==> config.mk <==
export PLATFORM = sky130hd
export DESIGN_NAME = fp_wb_unit
export DESIGN_NICKNAME = d
export VERILOG_FILES = /design/src/rtl/fp_wb_pkg.sv /design/src/rtl/fp_wb_fifo.sv /design/src/rtl/fp_wb_unit.sv
export SDC_FILE = /design/constraint.sdc
export NUM_CORES = 1
export LEC_CHECK = 0
export ABC_AREA = 1
export BUFFER_PORTS_ARGS = -buffer_cell sky130_fd_sc_hd__buf_2
export CAP_MARGIN = 15
export CORE_MARGIN = 2
export CORE_UTILIZATION = 35
export DETAILED_ROUTE_END_ITERATION = 10
export HOLD_SLACK_MARGIN = 0.02
export PLACE_DENSITY = 0.58
export SLEW_MARGIN = 5
export SYNTH_ARGS = -nofsm -noshare
export SYNTH_HDL_FRONTEND = slang
export SYNTH_SLANG_ARGS = --single-unit
==> constraint.sdc <==
create_clock -name clk_i -period 4 [get_ports clk_i]
set_input_delay 0.2 -clock clk_i [delete_from_list [all_inputs] [get_ports clk_i]]
set_output_delay 0.2 -clock clk_i [all_outputs]
set_load 0.01 [all_outputs]
==> src/rtl/fp_wb_pkg.sv <==
// Shared types for the FP writeback unit: result tag layout, exception flags, buffered entry.
package fp_wb_pkg;

  localparam int WB_DATA_W = 32;

  // Bit positions inside the {NV,DZ,OF,UF,NX} status vector
  localparam int FLAG_NX = 0;
  localparam int FLAG_UF = 1;
  localparam int FLAG_OF = 2;
  localparam int FLAG_DZ = 3;
  localparam int FLAG_NV = 4;

  typedef logic [4:0] fflags_t;

  typedef struct packed {
    logic       int_dest;
    logic [4:0] rd;
  } wb_tag_t;

  typedef struct packed {
    logic [WB_DATA_W-1:0] data;
    fflags_t              status;
    wb_tag_t              tag;
  } wb_entry_t;

endpackage

==> src/rtl/fp_wb_fifo.sv <==
// Generic synchronous FIFO with full/empty/count; flush empties it on the next edge.
module fp_wb_fifo #(
  parameter int WIDTH = 8,
  parameter int DEPTH = 4
) (
  input  logic                       clk,
  input  logic                       rst,
  input  logic                       flush,
  input  logic                       push,
  input  logic [WIDTH-1:0]           din,
  input  logic                       pop,
  output logic [WIDTH-1:0]           dout,
  output logic                       full,
  output logic                       empty,
  output logic [$clog2(DEPTH+1)-1:0] count
);
  localparam int AW = $clog2(DEPTH);
  localparam int CW = $clog2(DEPTH+1);

  logic [WIDTH-1:0] mem [DEPTH];
  logic [AW-1:0]    wr_ptr;
  logic [AW-1:0]    rd_ptr;
  logic [CW-1:0]    cnt;

  always_ff @(posedge clk) begin
    if (push && !flush) mem[wr_ptr] <= din;
  end

  // Pointers are exactly log2(DEPTH) bits so they wrap without extra logic
  always_ff @(posedge clk or posedge rst) begin
    if (rst) begin
      wr_ptr <= '0;
      rd_ptr <= '0;
      cnt    <= '0;
    end else if (flush) begin
      wr_ptr <= '0;
      rd_ptr <= '0;
      cnt    <= '0;
    end else begin
      if (push) wr_ptr <= wr_ptr + 1'b1;
      if (pop)  rd_ptr <= rd_ptr + 1'b1;
      case ({push, pop})
        2'b10:   cnt <= cnt + 1'b1;
        2'b01:   cnt <= cnt - 1'b1;
        default: cnt <= cnt;
      endcase
    end
  end

  assign dout  = mem[rd_ptr];
  assign full  = (cnt == CW'(DEPTH));
  assign empty = (cnt == '0);
  assign count = cnt;

endmodule

==> src/rtl/fp_wb_unit.sv <==
// Buffers fpnew results and retires them to the FP regfile or integer writeback; tracks pending
// FP destinations and sticky fflags. Optional same-cycle bypass via FP_WB_BYPASS_EN.
module fp_wb_unit
  import fp_wb_pkg::*;
#(
  parameter int DATAWIDTH  = WB_DATA_W,
  parameter int FIFO_DEPTH = 4,
  parameter int TAG_W      = $bits(wb_tag_t)
) (
  input  logic                 clk_i,
  input  logic                 rst_i,
  input  logic                 flush_i,
  input  logic                 issue_valid_i,
  input  logic [TAG_W-1:0]     issue_tag_i,
  input  logic                 res_valid_i,
  output logic                 res_ready_o,
  input  logic [DATAWIDTH-1:0] res_data_i,
  input  logic [4:0]           res_status_i,
  input  logic [TAG_W-1:0]     res_tag_i,
  output logic                 fwb_we_o,
  output logic [4:0]           fwb_addr_o,
  output logic [DATAWIDTH-1:0] fwb_data_o,
  output logic                 iwb_valid_o,
  input  logic                 iwb_ready_i,
  output logic [4:0]           iwb_addr_o,
  output logic [DATAWIDTH-1:0] iwb_data_o,
  output logic [4:0]           fflags_o,
  input  logic                 fflags_clr_i,
  output logic [31:0]          pending_o
);
  localparam int EW = DATAWIDTH + 5 + TAG_W;
  localparam int CW = $clog2(FIFO_DEPTH+1);

  logic [EW-1:0]        head_entry;
  logic                 fifo_full, fifo_empty, push, pop;
  logic [CW-1:0]        fifo_count;
  wb_tag_t              head_tag, issue_tag;
  logic                 ret_valid, ret_int, ret_pop, bypass;
  logic [4:0]           ret_rd;
  logic [DATAWIDTH-1:0] ret_data;
  fflags_t              ret_status;
  logic [31:0]          set_mask, clr_mask;

  assign head_tag  = wb_tag_t'(head_entry[TAG_W-1:0]);
  assign issue_tag = wb_tag_t'(issue_tag_i);

  fp_wb_fifo #(.WIDTH(EW), .DEPTH(FIFO_DEPTH)) u_fifo (
    .clk   (clk_i),
    .rst   (rst_i),
    .flush (flush_i),
    .push  (push),
    .din   ({res_data_i, res_status_i, res_tag_i}),
    .pop   (pop),
    .dout  (head_entry),
    .full  (fifo_full),
    .empty (fifo_empty),
    .count (fifo_count)
  );

`ifdef FP_WB_BYPASS_EN
  wb_tag_t res_tag;
  assign res_tag = wb_tag_t'(res_tag_i);
`endif

  // Retire candidate: buffered head first; an incoming result only when the buffer is empty
  always_comb begin
    bypass     = 1'b0;
    ret_valid  = 1'b0;
    ret_int    = 1'b0;
    ret_rd     = '0;
    ret_data   = '0;
    ret_status = '0;
    if (!flush_i && !fifo_empty) begin
      ret_valid  = 1'b1;
      ret_int    = head_tag.int_dest;
      ret_rd     = head_tag.rd;
      ret_data   = head_entry[EW-1 -: DATAWIDTH];
      ret_status = head_entry[TAG_W +: 5];
    end
`ifdef FP_WB_BYPASS_EN
    else if (!flush_i && !rst_i && res_valid_i && (!res_tag.int_dest || iwb_ready_i)) begin
      bypass     = 1'b1;
      ret_valid  = 1'b1;
      ret_int    = res_tag.int_dest;
      ret_rd     = res_tag.rd;
      ret_data   = res_data_i;
      ret_status = res_status_i;
    end
`endif
  end

  assign ret_pop     = ret_valid & (~ret_int | iwb_ready_i);
  assign pop         = ret_pop & ~bypass;
  assign res_ready_o = ~fifo_full | pop;
  assign push        = res_valid_i & res_ready_o & ~flush_i & ~bypass;

  assign fwb_we_o    = ret_valid & ~ret_int;
  assign fwb_addr_o  = fwb_we_o ? ret_rd : '0;
  assign fwb_data_o  = fwb_we_o ? ret_data : '0;
  assign iwb_valid_o = ret_valid & ret_int;
  assign iwb_addr_o  = iwb_valid_o ? ret_rd : '0;
  assign iwb_data_o  = iwb_valid_o ? ret_data : '0;

  always_comb begin
    set_mask = '0;
    clr_mask = '0;
    if (issue_valid_i && !issue_tag.int_dest) set_mask[issue_tag.rd] = 1'b1;
    if (ret_pop && !ret_int)                  clr_mask[ret_rd]        = 1'b1;
  end

  // Set is applied after clear so a re-issue in the retire cycle keeps the bit
  always_ff @(posedge clk_i or posedge rst_i) begin
    if (rst_i)        pending_o <= '0;
    else if (flush_i) pending_o <= '0;
    else              pending_o <= (pending_o & ~clr_mask) | set_mask;
  end

  always_ff @(posedge clk_i or posedge rst_i) begin
    if (rst_i)             fflags_o <= '0;
    else if (fflags_clr_i) fflags_o <= ret_pop ? ret_status : '0;
    else if (ret_pop)      fflags_o <= fflags_o | ret_status;
  end

  always_ff @(posedge clk_i) begin
    if (!rst_i) begin
      assert (fifo_full == (fifo_count == CW'(FIFO_DEPTH)));
      if (issue_valid_i && !flush_i && !issue_tag.int_dest)
        assert (!pending_o[issue_tag.rd] || clr_mask[issue_tag.rd]);
    end
  end

endmodule

* After elaboration in Yosys (flattened, before gate mapping)
Memory sizes are Yosys's and may differ from the RTL's.
Cells that the tools add are included.
Widths: inputs -> output; s select.
** Word-level totals
- Register bits after elaboration :: 44
- Bits in writable memories :: 172
- Input bits :: 56
- Output and inout port bits :: 114
- Word-level logic and storage cells :: 73
- Memories :: 1
** Cells by class
- Add/subtract/negate cells :: 4
- Order comparisons :: 4
- Eq/ne operators :: 3
- Multiplexer cells :: 27
- Bitwise logic cells :: 14
- Reductions and logical operators :: 15
** Memory list
- u_fifo.mem :: depth 4, bits a word 43, read ports 1, clocked after memory_dff 0, write ports 1, RTL line fp_wb_fifo.sv:20 : logic [WIDTH-1:0] mem [DEPTH];
** Operators by type and width (count)
- $mux 32 :: 6
- $mux 5 :: 7
- $and 32x32->32 :: 1
- $not 32->32 :: 1
- $or 32x32->32 :: 1
- $lt 5x6->1 const B :: 2
- $demux 1 s5 :: 2
- $ge 5x1->1 const B :: 2
- $mux 2 :: 4
- $logic_and 1x1->1 :: 6
- $mux 1 :: 6
- $pmux 3 s2 :: 1
- $reduce_bool 2->1 :: 3
- $and 1x1->1 :: 5
- $or 5x5->5 :: 1
- $add 2x1->2 const B :: 2
- $logic_not 1->1 :: 4
- $add 3x1->3 const B :: 1
- $eq 3x3->1 const B :: 1
- $logic_not 3->1 :: 1
- $mux 3 :: 1
- $not 1->1 :: 3
- $reduce_bool 3->1 :: 1
- $sub 3x1->3 const B :: 1
- 3 further kinds :: 4

* Logic depth before layout (Yosys ltp)
Gate-level depths: netlist (run 1).
- Depth after elaboration :: 13
- Depth in mapped cells :: 14
- Depth with buffers taken out :: 13

* Cells and area by module
From an unflattened synthesis (run 1), not the netlist that was laid out.
** Unflattened totals
- Cell total of the unflattened synthesis :: 829
- Area total of the unflattened synthesis :: 9142.5 um2
** By module, submodules not included
- fp_wb_fifo :: instances 1, cells each 477, area an instance 6817.8 um2
- fp_wb_unit :: instances 1, cells each 352, area an instance 2324.7 um2

* Worst setup path after synthesis (run 1)
No wires, ideal clock.
- Path kind :: register -> register
- Start :: register u_fifo.cnt[0] (netlist: u_fifo.count[0])
- End :: memory u_fifo.mem[0][0] (netlist name) (enable)
- Arrival :: 3081 ps
- Data required time :: 3556 ps
- Slack :: 475 ps
- Cell stages (with the launch flop) :: 11
- Clock period less this slack :: 3525 ps
- Cells stage by stage :: dfrtp_1 -> inv_1 -> nand2_2 -> nor2_2 -> nor2_8 -> nand2_2 -> nand2_1 -> nand2_1 -> nor2_2 -> inv_2 -> nor2_1
** On the way
- Cells in the longest elaborated chain, start to end :: 13
- Elaborated cells on any way between the ends :: 16
** RTL lines
- start, declared :: RTL line fp_wb_fifo.sv:23 : logic [CW-1:0] cnt;
- start signal, assigned :: RTL line fp_wb_fifo.sv:43 : 2'b10: cnt <= cnt + 1'b1;
- start signal, assigned :: RTL line fp_wb_fifo.sv:44 : 2'b01: cnt <= cnt - 1'b1;
- start signal, assigned :: RTL line fp_wb_fifo.sv:45 : default: cnt <= cnt;
- $logic_not 3->1 :: RTL line fp_wb_fifo.sv:52 : assign empty = (cnt == '0);
- $logic_not 1->1 :: RTL line fp_wb_unit.sv:73 : if (!flush_i && !fifo_empty) begin
- $logic_and 1x1->1 :: RTL line fp_wb_unit.sv:73
- $mux 1 :: RTL line fp_wb_unit.sv:73
- $not 1->1 :: RTL line fp_wb_unit.sv:92 : assign ret_pop = ret_valid & (~ret_int | iwb_ready_i);
- $or 1x1->1 :: RTL line fp_wb_unit.sv:92
- $and 1x1->1 :: RTL line fp_wb_unit.sv:92
- $or 1x1->1 * :: RTL line fp_wb_unit.sv:94 : assign res_ready_o = ~fifo_full | pop;
- net res_ready_o :: RTL line fp_wb_unit.sv:16 : output logic res_ready_o,
- $and 1x1->1 * (2 in a row) :: RTL line fp_wb_unit.sv:95 : assign push = res_valid_i & res_ready_o & ~flush_i & ~bypass;
- $logic_and 1x1->1 * :: RTL line fp_wb_fifo.sv:26 : if (push && !flush) mem[wr_ptr] <= din;
- $mux 1 * :: RTL line fp_wb_fifo.sv:26
- $mux 1 (not written as such) * :: RTL line fp_wb_fifo.sv:26
- end, declared :: RTL line fp_wb_fifo.sv:20
Mark *: on every way through the listed nets, which the timed path passes. The rest lies on a longest branch.

* Final worst setup path (run 1)
- Start :: register u_fifo.rd_ptr[1]
- End :: output port fwb_addr_o[0]
** On the way
- Cells in the longest elaborated chain, start to end :: 5
- Elaborated cells on any way between the ends :: 6
** RTL lines
- start, declared :: RTL line fp_wb_fifo.sv:22 : logic [AW-1:0] rd_ptr;
- start signal, assigned :: RTL line fp_wb_fifo.sv:41 : if (pop) rd_ptr <= rd_ptr + 1'b1;
- $mem_v2 4x43 *
- $mux 1 :: RTL line fp_wb_unit.sv:73
- $not 1->1 :: RTL line fp_wb_unit.sv:97 : assign fwb_we_o = ret_valid & ~ret_int;
- $and 1x1->1 :: RTL line fp_wb_unit.sv:97
- $mux 5 * :: RTL line fp_wb_unit.sv:98 : assign fwb_addr_o = fwb_we_o ? ret_rd : '0;
- end, declared :: RTL line fp_wb_unit.sv:21 : output logic [4:0] fwb_addr_o,
Mark *: on every way between the ends. The rest lies on a longest branch, timed or not.

==> results.ini, run 1 <==
[outcome]
outcome=finished clean

[place]
globalplace.congestion=0.772
buffer_ports.inserted=169
dp.cells=1295
detailed_place_hpwl_um=13500
dp_worst_setup_slack_ns=1.28

[pwr]
power.combinational.fraction_pct=24.1
internal_power_mw=4.29
net-switching-power_mw=1.92
power.density_cell_area_nw_per_um2=535
clock_power_share_pct=33.5
p_leak_nw=4.70
power_frac_seq_pct=42.4
sw_share_pct=30.9
ir_drop_uv=357

[global_routing]
grt_pass1_wl_um=35000
grt_max_degree=84
grt_pass1_vias=6420
track_usage_pct=15.7
total_congestion_overflow=0
antenna_found_initial=0

[routing]
route.final.wire_length_um=22100
detail_route.first_pass.iterations=4
ant_nets=0
detail_routed_via_count_per_cell=4.80
drc=0
dr_total_vias=6628
drt-wirelength-per-cell_um=16.0
detailedRoute.firstIterationViolations=579

[yosys]
ys_async_sr_fraction_pct=20.4
synth_edf_count=172
yosysWarningCount=0
syn-num-nets=879
post-synth-top-area-cell=edfxtp_1
yosys-top-cells-count=nand2_1, edfxtp_1, nor2_1
syn_inst=818
synthesis.area_per_instance_um2=11.3
yosys.cell_count.top_type=nand2_1
post_synth_main_area_contributors=edfxtp_1, dfrtp_1, nand2_1
synthFlopType=edfxtp_1
post_synth_num_cell_types=32
seq_area_frac_synth_pct=67.9
synth_seq_cells=216
post_synth_instance_area_um2=9230
netlist.area_leader.share_pct=56.0

[setup_path]
timing.rr.start=u_fifo.rd_ptr[1]
cpMaxStageDelayCell=buf_4
critical_path.startpoint=u_fifo.rd_ptr[1]
cell_family_with_the_largest_share_of_critical_path_delay=buffers and inverters
worst_path_bufs_invs=4
crit_required_ns=3.80
timing.critical_path.slowest_cell_delay_ns=0.68
worstSetupStartpointType=register
setup.worst_path.end_class=output pin
crit_path_cell_trace=inv_2, buf_4, nand3_1, nand2_1, nor2_2, nand2_2, inv_1, buf_2
critPathKind=reg -> out
crit_fanout=76
cp.arrival_ns=2.68

[floorplan]
initial_utilization_pct=35.5
floorplan.rows=59
die_x_um=166
coreArea_um2=26000
dieHeight_um=166
design.portCount=170
die_area_um2=27700

[cells_and_area]
final-seq-area_um2=6270
layout.cells.non_filler=1381
layout.nets=1093
area_taken_by_multi_input_logic_gates_um2=2630
fraction_of_final_layout_cells_sized_beyond_drive_strength_1_pct=25.1
layout_stage_area_growth_over_the_synthesis_result_pct=25.8
number_of_inserted_diodes=0
layout.filler_cells=2445

[clock_network]
cts-htree-levels=1
cts_tree=yes
clockRootBuffer=clkbuf_16
insertion_delay_ns=0.51
max-clock-path-buffers=3
cts_num_sinks=216
ctsResizeCount=0
cts_buffers=24
path_clk_slew_ns=0.06
postCtsSetupRepairBufs=0

[timing]
timing.slew.headroom_pct=23.1
timing_worst_slew_pin_value_ns=1.14
max_freq_mhz=347
period_needed_ns=2.88
rsz0062_at_grt=false
tns_setup_ns=0
timing_hold_violations_final=0
setup_slack_after_layout_ns=1.12
finalSetupViolations=0
clock-skew-final_ns=0.0101
timing.final.crit_share_pct=72.0
drv_slew=0

[run]
drv.max_cap_violation_count=0

[min_path]
min-delay-path-class=in -> reg
holdCritStartpoint=issue_tag_i[4]

[state kept, by name, summed over array words and instances (netlist names)]
name and flops:
u_fifo.mem 172, u_fifo.rd_ptr 2, u_fifo.wr_ptr 2, fflags_o 5
u_fifo.count 3, pending_o 32
[routing by layer]
| metal | track usage (%) | wire (um) |
|---|---|---|
| met5 | 0 | 0 |
| met4 | 4.24 | 550 |
| met3 | 2.88 | 1200 |
| met2 | 25.6 | 10100 |
| met1 | 21.7 | 10200 |
[worst register-to-register path: stages, from the launching register on]
cell and delay, ns:
dfrtp_1 0.65, nand3_1 0.22, nand3_2 0.12, nand2_2 0.11, nand2_1 0.11, nand2_1 0.08, nor2_2 0.14, inv_2 0.13
nor2_4 0.42, buf_12 0.29
[per-stage QoR]
stage                     power [mW]  util (%)  hold slack [ns]  area (um^2)
after CTS                       6.29      44.7           0.0492        11600
after global placement          4.15      40.1            0.378        10400
after global routing            6.54      44.7           0.0815        11600
after floorplan                 3.70         -            0.296         9230
final                           6.21      44.7           0.0717        11600
after detailed placement        4.16      40.1            0.378        10400
[power groups by stage]
stage	clock, mW	combinational, mW	sequential [mW]
floorplan	0	1.02	2.68
global placement	0	1.47	2.68
detailed placement	0	1.48	2.68
CTS	2.14	1.52	2.63
global route	2.22	1.68	2.65
finish	2.08	1.49	2.63
[path summary, 6_finish.rpt]
check / to / slack (ns) / cells after the start
hold / removal: pending_o[11] / 0.07 / 4
setup reg to reg: u_fifo.mem[2][20] / 1.43 / 9
setup / recovery: fwb_addr_o[0] / 1.12 / 8
min in group asynchronous: fflags_o[0] / 0.37 / 4
max in group asynchronous: u_fifo.rd_ptr[0] / 3.21 / 4
hold reg to reg: pending_o[16] / 0.52 / 2
[layout by cell type (no fill, tap or decap), types with 2 or more instances in the layout]
cell           instances
clkbuf_16             24
a32o_1                32
nand2_1              243
clkbuf_1               3
o21ai_0               18
dfrtp_1               43
inv_1                 28
nand3_2                7
buf_4                  9
nor2_2                 7
buf_2                169
bufinv_16              2
nand3_1               11
buf_12                 2
clkinv_1               6
nor2_1                89
nand2_2                8
clkinv_2               4
edfxtp_1             172
nor3_1                10
ha_1                   4
dlygate4sd3_1         45
o22ai_1                5
inv_2                  5
nand4_1                4
a21oi_1               67
inv_6                  2
nor2_4                16
[area by class of cell]
class	count	share of cell area (%)
clock buffer	27	5.27
timing repair buffer	226	12.1
clock inverter	13	1.11
sequential	216	54.0
inverter	37	1.26
tap	335	3.61
multi-input combinational	527	22.6
[what timing repair did]
action | CTS | global route
endpoints found under the setup margin | 0 | 0
hold buffers | 45 | 0
hold endpoints to repair | 221 | 0
[logic make-up (layout without fill, tap and decap cells)]
group | Yosys count | in the layout | synth area share (%)
compound gates | 123 | 123 | 8.52
xor+xnor | 1 | 1 | 0.0949
fa+ha+maj | 5 | 5 | 0.759
buf+inv | 75 | 303 | 3.92
flops | 216 | 216 | 67.9
simple gates | 398 | 398 | 18.8
Power figures use the tool's default switching activity.
==> run 2, diff against run 1 <==
==> constraint.sdc (replaced) <==
create_clock -name clk_i -period 2.8 [get_ports clk_i]
set_input_delay 0.14 -clock clk_i [delete_from_list [all_inputs] [get_ports clk_i]]
set_output_delay 0.14 -clock clk_i [all_outputs]
set_load 0.01 [all_outputs]
==> run 2 against run 1 <==
Final cell count is 1.0% higher; via count is 1.5% higher; flip-flop and latch count stayed put; register-to-register slack worse by 0.95 ns; critical endpoint unchanged.
==> results.ini, run 2 (synthesis results as in run 1) <==
[place]
buffer_ports.inserted=169
dp.cells=1303
detailed_place_hpwl_um=14500
globalplace.congestion=0.770

[cells_and_area]
layout.cells.non_filler=1395
layout_stage_area_growth_over_the_synthesis_result_pct=27.2
layout.filler_cells=2481
reg.largest.list=u_fifo.mem x172, pending_o x32, fflags_o x5
fraction_of_final_layout_cells_sized_beyond_drive_strength_1_pct=25.7
largest_reg_flops=172
layout.nets=1105
final-seq-area_um2=6270
area_taken_by_multi_input_logic_gates_um2=2630
postLayoutCoreUtil_pct=45.2
layout_common_cells=nand2_1, edfxtp_1, buf_2
most_frequent_standard_cell_in_the_layout_excluding_fill_and_tap_cells=nand2_1
number_of_inserted_diodes=0
registers.top_by_ff_count=u_fifo.mem

[clock_network]
cts_num_sinks=216
cts_buffers=24
clockRootBuffer=clkbuf_16
path_clk_slew_ns=0.06
cts_tree=yes
insertion_delay_ns=0.52
max-clock-path-buffers=3
cts-htree-levels=1

[setup_path]
crit_required_ns=2.66
crit_fanout=64
worstSetupStartpointType=register
cp.arrival_ns=2.47
critPathKind=reg -> out
setup.worst_path.end_class=output pin

[routing]
drc=0
detailedRoute.firstIterationViolations=523
detail_routed_via_count_per_cell=4.82
dr_total_vias=6729
detail_route.first_pass.iterations=5
route.final.wire_length_um=22900
drt-wirelength-per-cell_um=16.4
ant_nets=0

[pwr]
ir_drop_uv=438
p_leak_nw=4.78
totalPowerFinal_mw=8.87
power.density_cell_area_nw_per_um2=756

[floorplan]
floorplan.rows=59
design.portCount=170
dieHeight_um=166
coreArea_um2=26000
die_x_um=166
initial_utilization_pct=35.5
die_area_um2=27700

[timing]
timing.slew.headroom_pct=52.4
rsz0062_at_grt=false
tns_setup_ns=0
timing.final.crit_share_pct=93.2
drv_slew=0
finalSetupViolations=0
clock-skew-final_ns=0.0108
timing_hold_violations_final=0
timing_worst_slew_pin_value_ns=0.712
hold_ws_ns=0.0488
max_freq_mhz=383
period_needed_ns=2.61

[outcome]
outcome=finished clean

[global_routing]
grt_pass1_vias=6642
grt_pass1_wl_um=36600
antenna_found_initial=0
grt_max_degree=72
track_usage_pct=16.3
total_congestion_overflow=0

[min_path]
min-delay-path-class=in -> reg

[run]
drv.max_cap_violation_count=0

run 2: power breakdown:
part           total, mW  internal [mW]  switching, mW
clock network       2.92           1.67           1.25
registers           3.75           3.67         0.0821
logic               2.19          0.743           1.45
total               8.87           6.08           2.79
run 2: cell type report:
cell class                      instances  share of cell area, %
Sequential cell                       216                   53.4
Multi-Input combinational cell        527                   22.4
Inverter                               37                   1.27
Clock buffer                           26                   5.18
Tap cell                              335                   3.57
Timing Repair Buffer                  238                   13.1
Clock inverter                         16                   1.12
run 2: per-layer routing:
| layer | routed length [um] | GRT usage [%] |
|---|---|---|
| met5 | 0 | 0 |
| met2 | 10700 | 26.7 |
| met1 | 10600 | 23.0 |
| met3 | 1170 | 2.76 |
| met4 | 471 | 3.64 |
run 2: repair_timing:
item                       4_1_cts  5_1_grt
setup endpoints to repair        0       41
hold buffers                    50        0
gates resized for setup          0        4
hold endpoints to repair       242        0
buffers inserted                 0        0
run 2: final timing paths:
check / slack (ns) / to / start / cells past startpoint
max: 0.19 / fwb_addr_o[0] / u_fifo.rd_ptr[0] / 8
min: 0.05 / u_fifo.wr_ptr[0] / res_valid_i / 4
max reg2reg: 0.48 / u_fifo.mem[0][11] / u_fifo.rd_ptr[1] / 10
min reg2reg: 0.52 / fflags_o[4] / fflags_o[4] / 2
max in group asynchronous: 2.05 / u_fifo.rd_ptr[0] / rst_i / 4
min in group asynchronous: 0.31 / fflags_o[0] / rst_i / 4
run 2: metrics by stage:
step	worst slack, ns	instance area (um^2)
after CTS	0.121	11700
after global routing	0.0165	11700
after floorplan	-0.725	9230
after detailed placement	0.490	10500
final	0.190	11700
after global placement	0.545	10500
run 2: worst max-delay path, stage by stage (launching register included):
cell,delay [ns]
dfrtp_2,0.44
buf_4,0.57
nand2_1,0.14
nand3_1,0.12
nand2_1,0.10
nor2_2,0.18
nand2_2,0.13
inv_1,0.12
buf_2,0.14
==> run 3, diff against run 2 <==
--- a/config.mk
+++ b/config.mk
@@ -9,10 +9,11 @@
 export BUFFER_PORTS_ARGS = -buffer_cell sky130_fd_sc_hd__buf_2
 export CAP_MARGIN = 15
 export CORE_MARGIN = 2
-export CORE_UTILIZATION = 35
+export CORE_UTILIZATION = 56
 export DETAILED_ROUTE_END_ITERATION = 10
+export GPL_TIMING_DRIVEN = 0
 export HOLD_SLACK_MARGIN = 0.02
-export PLACE_DENSITY = 0.58
+export PLACE_DENSITY = 0.84
 export SLEW_MARGIN = 5
 export SYNTH_ARGS = -nofsm -noshare
 export SYNTH_HDL_FRONTEND = slang
==> run 3 against run 2 <==
Worst hold slack got worse by 0.011 ns; setup slack got worse by 0.019 ns; critical path depth fell by 1; maximum frequency fell by 0.71%; core utilization rose by 29 points; critical endpoint is now iwb_data_o[30].
==> results.ini, run 3 (synthesis results as in run 1) <==
[setup_path]
ff2ff_path_depth=10
crit_path_cell_trace=inv_2, buf_2, clkbuf_1, a21oi_1, a32o_1, nor2_1, buf_2
worstSetupStartpointType=register
timing.rr.start=u_fifo.count[0]
crit_fanout=10
cell_family_with_the_largest_share_of_critical_path_delay=buffers and inverters
r2r_setup_slack_ns=0.26
crit_required_ns=2.66
critPathMostFrequentCell=buf_2
worst_path_bufs_invs=4
cp.arrival_ns=2.49
worstReg2RegEnd=u_fifo.mem[2][7]
cpMaxStageDelayCell=clkbuf_1
timing.critical_path.slowest_cell_delay_ns=0.49
critPathKind=reg -> out
setup.worst_path.end_class=output pin

[timing]
clock-skew-final_ns=0.00715
timing_hold_violations_final=0
rsz0062_at_grt=false
timing.final.crit_share_pct=93.9
drv_slew=0
hold_ws_ns=0.0377
tns_setup_ns=0
timing.slew.headroom_pct=24.5
period_needed_ns=2.63
max_freq_mhz=380
timing_worst_slew_pin_value_ns=1.12
finalSetupViolations=0

[pwr]
power.density_cell_area_nw_per_um2=790
clock_power_share_pct=34.0
totalPowerFinal_mw=9.31
internal_power_mw=6.46
power.combinational.fraction_pct=25.8
net-switching-power_mw=2.86
p_leak_nw=4.86
sw_share_pct=30.7
ir_drop_uv=613
power_frac_seq_pct=40.2

[floorplan]
design.portCount=170
initial_utilization_pct=57.7
coreArea_um2=16000
die_x_um=132
die_area_um2=17500
dieHeight_um=132
floorplan.rows=46

[global_routing]
grt_pass1_wl_um=37400
grt_pass1_vias=7335
track_usage_pct=26.9
total_congestion_overflow=0
antenna_found_initial=0
grt_max_degree=42

[cells_and_area]
layout_stage_area_growth_over_the_synthesis_result_pct=27.8
reg.largest.list=u_fifo.mem x172, pending_o x32, fflags_o x5
layout_common_cells=nand2_1, buf_2, edfxtp_1
layout.filler_cells=1029
fraction_of_final_layout_cells_sized_beyond_drive_strength_1_pct=26.1
largest_reg_flops=172
most_frequent_standard_cell_in_the_layout_excluding_fill_and_tap_cells=nand2_1
registers.top_by_ff_count=u_fifo.mem
final_design_area_no_fill_um2=11800
postLayoutCoreUtil_pct=73.7
layout.nets=1129

[clock_network]
cts_buffers=23
insertion_delay_ns=0.51
path_clk_slew_ns=0.06
cts_tree=yes
cts-htree-levels=1
max-clock-path-buffers=3
ctsResizeCount=0
cts_num_sinks=216
clockRootBuffer=clkbuf_16

[min_path]
min-delay-path-class=in -> reg
holdCritStartpoint=issue_tag_i[3]
worst_hold_path.num_cells=4
min_delay_worst_endpoint=pending_o[0]

[routing]
detail_routed_via_count_per_cell=5.66
detail_route.first_pass.iterations=7
route.final.wire_length_um=24200
dr_total_vias=7354
drc=0
detailedRoute.firstIterationViolations=608
ant_nets=0
drt-wirelength-per-cell_um=18.6

[place]
buffer_ports.inserted=169
detailed_place_hpwl_um=15100
globalplace.congestion=0.833
placed_standard_cell_area_um2=10500

[run]
drv.max_cap_violation_count=0

[outcome]
outcome=finished clean

-- run 3: changes by cell type in the layout (fill, tap and decap cells not counted), moves of 2 or more --
cell / before / now
buf_2: 169 / 185
clkbuf_1: 2 / 16
buf_4: 14 / 3
clkinv_2: 7 / 0
buf_12: 3 / 7
buf_6: 2 / 6
bufinv_16: 1 / 5
dlygate4sd3_1: 50 / 46
buf_1: 0 / 2
clkinv_4: 2 / 0
inv_2: 4 / 6
inv_6: 1 / 3
-- run 3: per-stage QoR --
step                cells  setup slack, ns
floorplan             818           -0.725
global placement     1203            -2.14
detailed placement   1208            0.150
CTS                  1293           0.0902
global route         1298           0.0367
finish               1299            0.171
-- run 3: worst max-delay path by stage --
stage,slack [ns],endpoint,cells after the start,startpoint
finish,0.17,iwb_data_o[30],7,u_fifo.rd_ptr[1]
global route,0.04,u_fifo.mem[2][32],11,u_fifo.count[0]
CTS,0.09,u_fifo.mem[2][30],11,u_fifo.count[0]
detailed placement,0.15,u_fifo.mem[2][35],11,u_fifo.count[0]
global placement,-2.14,u_fifo.mem[2][27],10,u_fifo.count[0]
floorplan,-0.72,u_fifo.mem[0][0],10,u_fifo.count[0]
-- run 3: cell type report --
class | instances | area [um^2] | area share [%]
repair buffers | 224 | 1480 | 12.6
flip-flops and latches | 216 | 6270 | 53.1
clock buffers | 27 | 591 | 5.01
clock inverters | 12 | 186 | 1.58
plain buffers | 38 | 215 | 1.82
well taps | 216 | 270 | 2.29
diodes | 1 | 2.50 | 0.0212
inverters | 37 | 146 | 1.24
multi-input cells | 528 | 2640 | 22.4
-- run 3: metal layers --
layer | wire, um | part of all wire [%] | GRT usage [%] | vias to the layer above
li1 | - | - | - | 3337
met1 | 9030 | 37 | 33.6 | 3544
met2 | 12300 | 51 | 47.7 | 418
met3 | 2150 | 8.9 | 4.19 | 55
met4 | 728 | 3.0 | 9.86 | 0
met5 | 0 | 0 | 0 | -
-- run 3: power groups by stage --
stage | Sequential (mW) | Clock [mW] | Combinational, mW
after global placement | 3.82 | 0 | 2.18
after detailed placement | 3.81 | 0 | 2.27
after CTS | 3.75 | 3.18 | 2.35
final | 3.75 | 3.16 | 2.40
after global routing | 3.77 | 3.29 | 2.61
after floorplan | 3.82 | 0 | 1.46
-- run 3: tightest hold or removal path, cell delays in order --
cell	delay, ns
buf_2	0.14
nor3_1	0.10
nand2_1	0.07
a21oi_1	0.06
-- run 3: timing repair --
| action | CTS | global route |
|---|---|---|
| hold buffers | 46 | 0 |
| setup endpoints to repair | 0 | 74 |
| setup buffers | 0 | 4 |
| hold endpoints to repair | 227 | 0 |
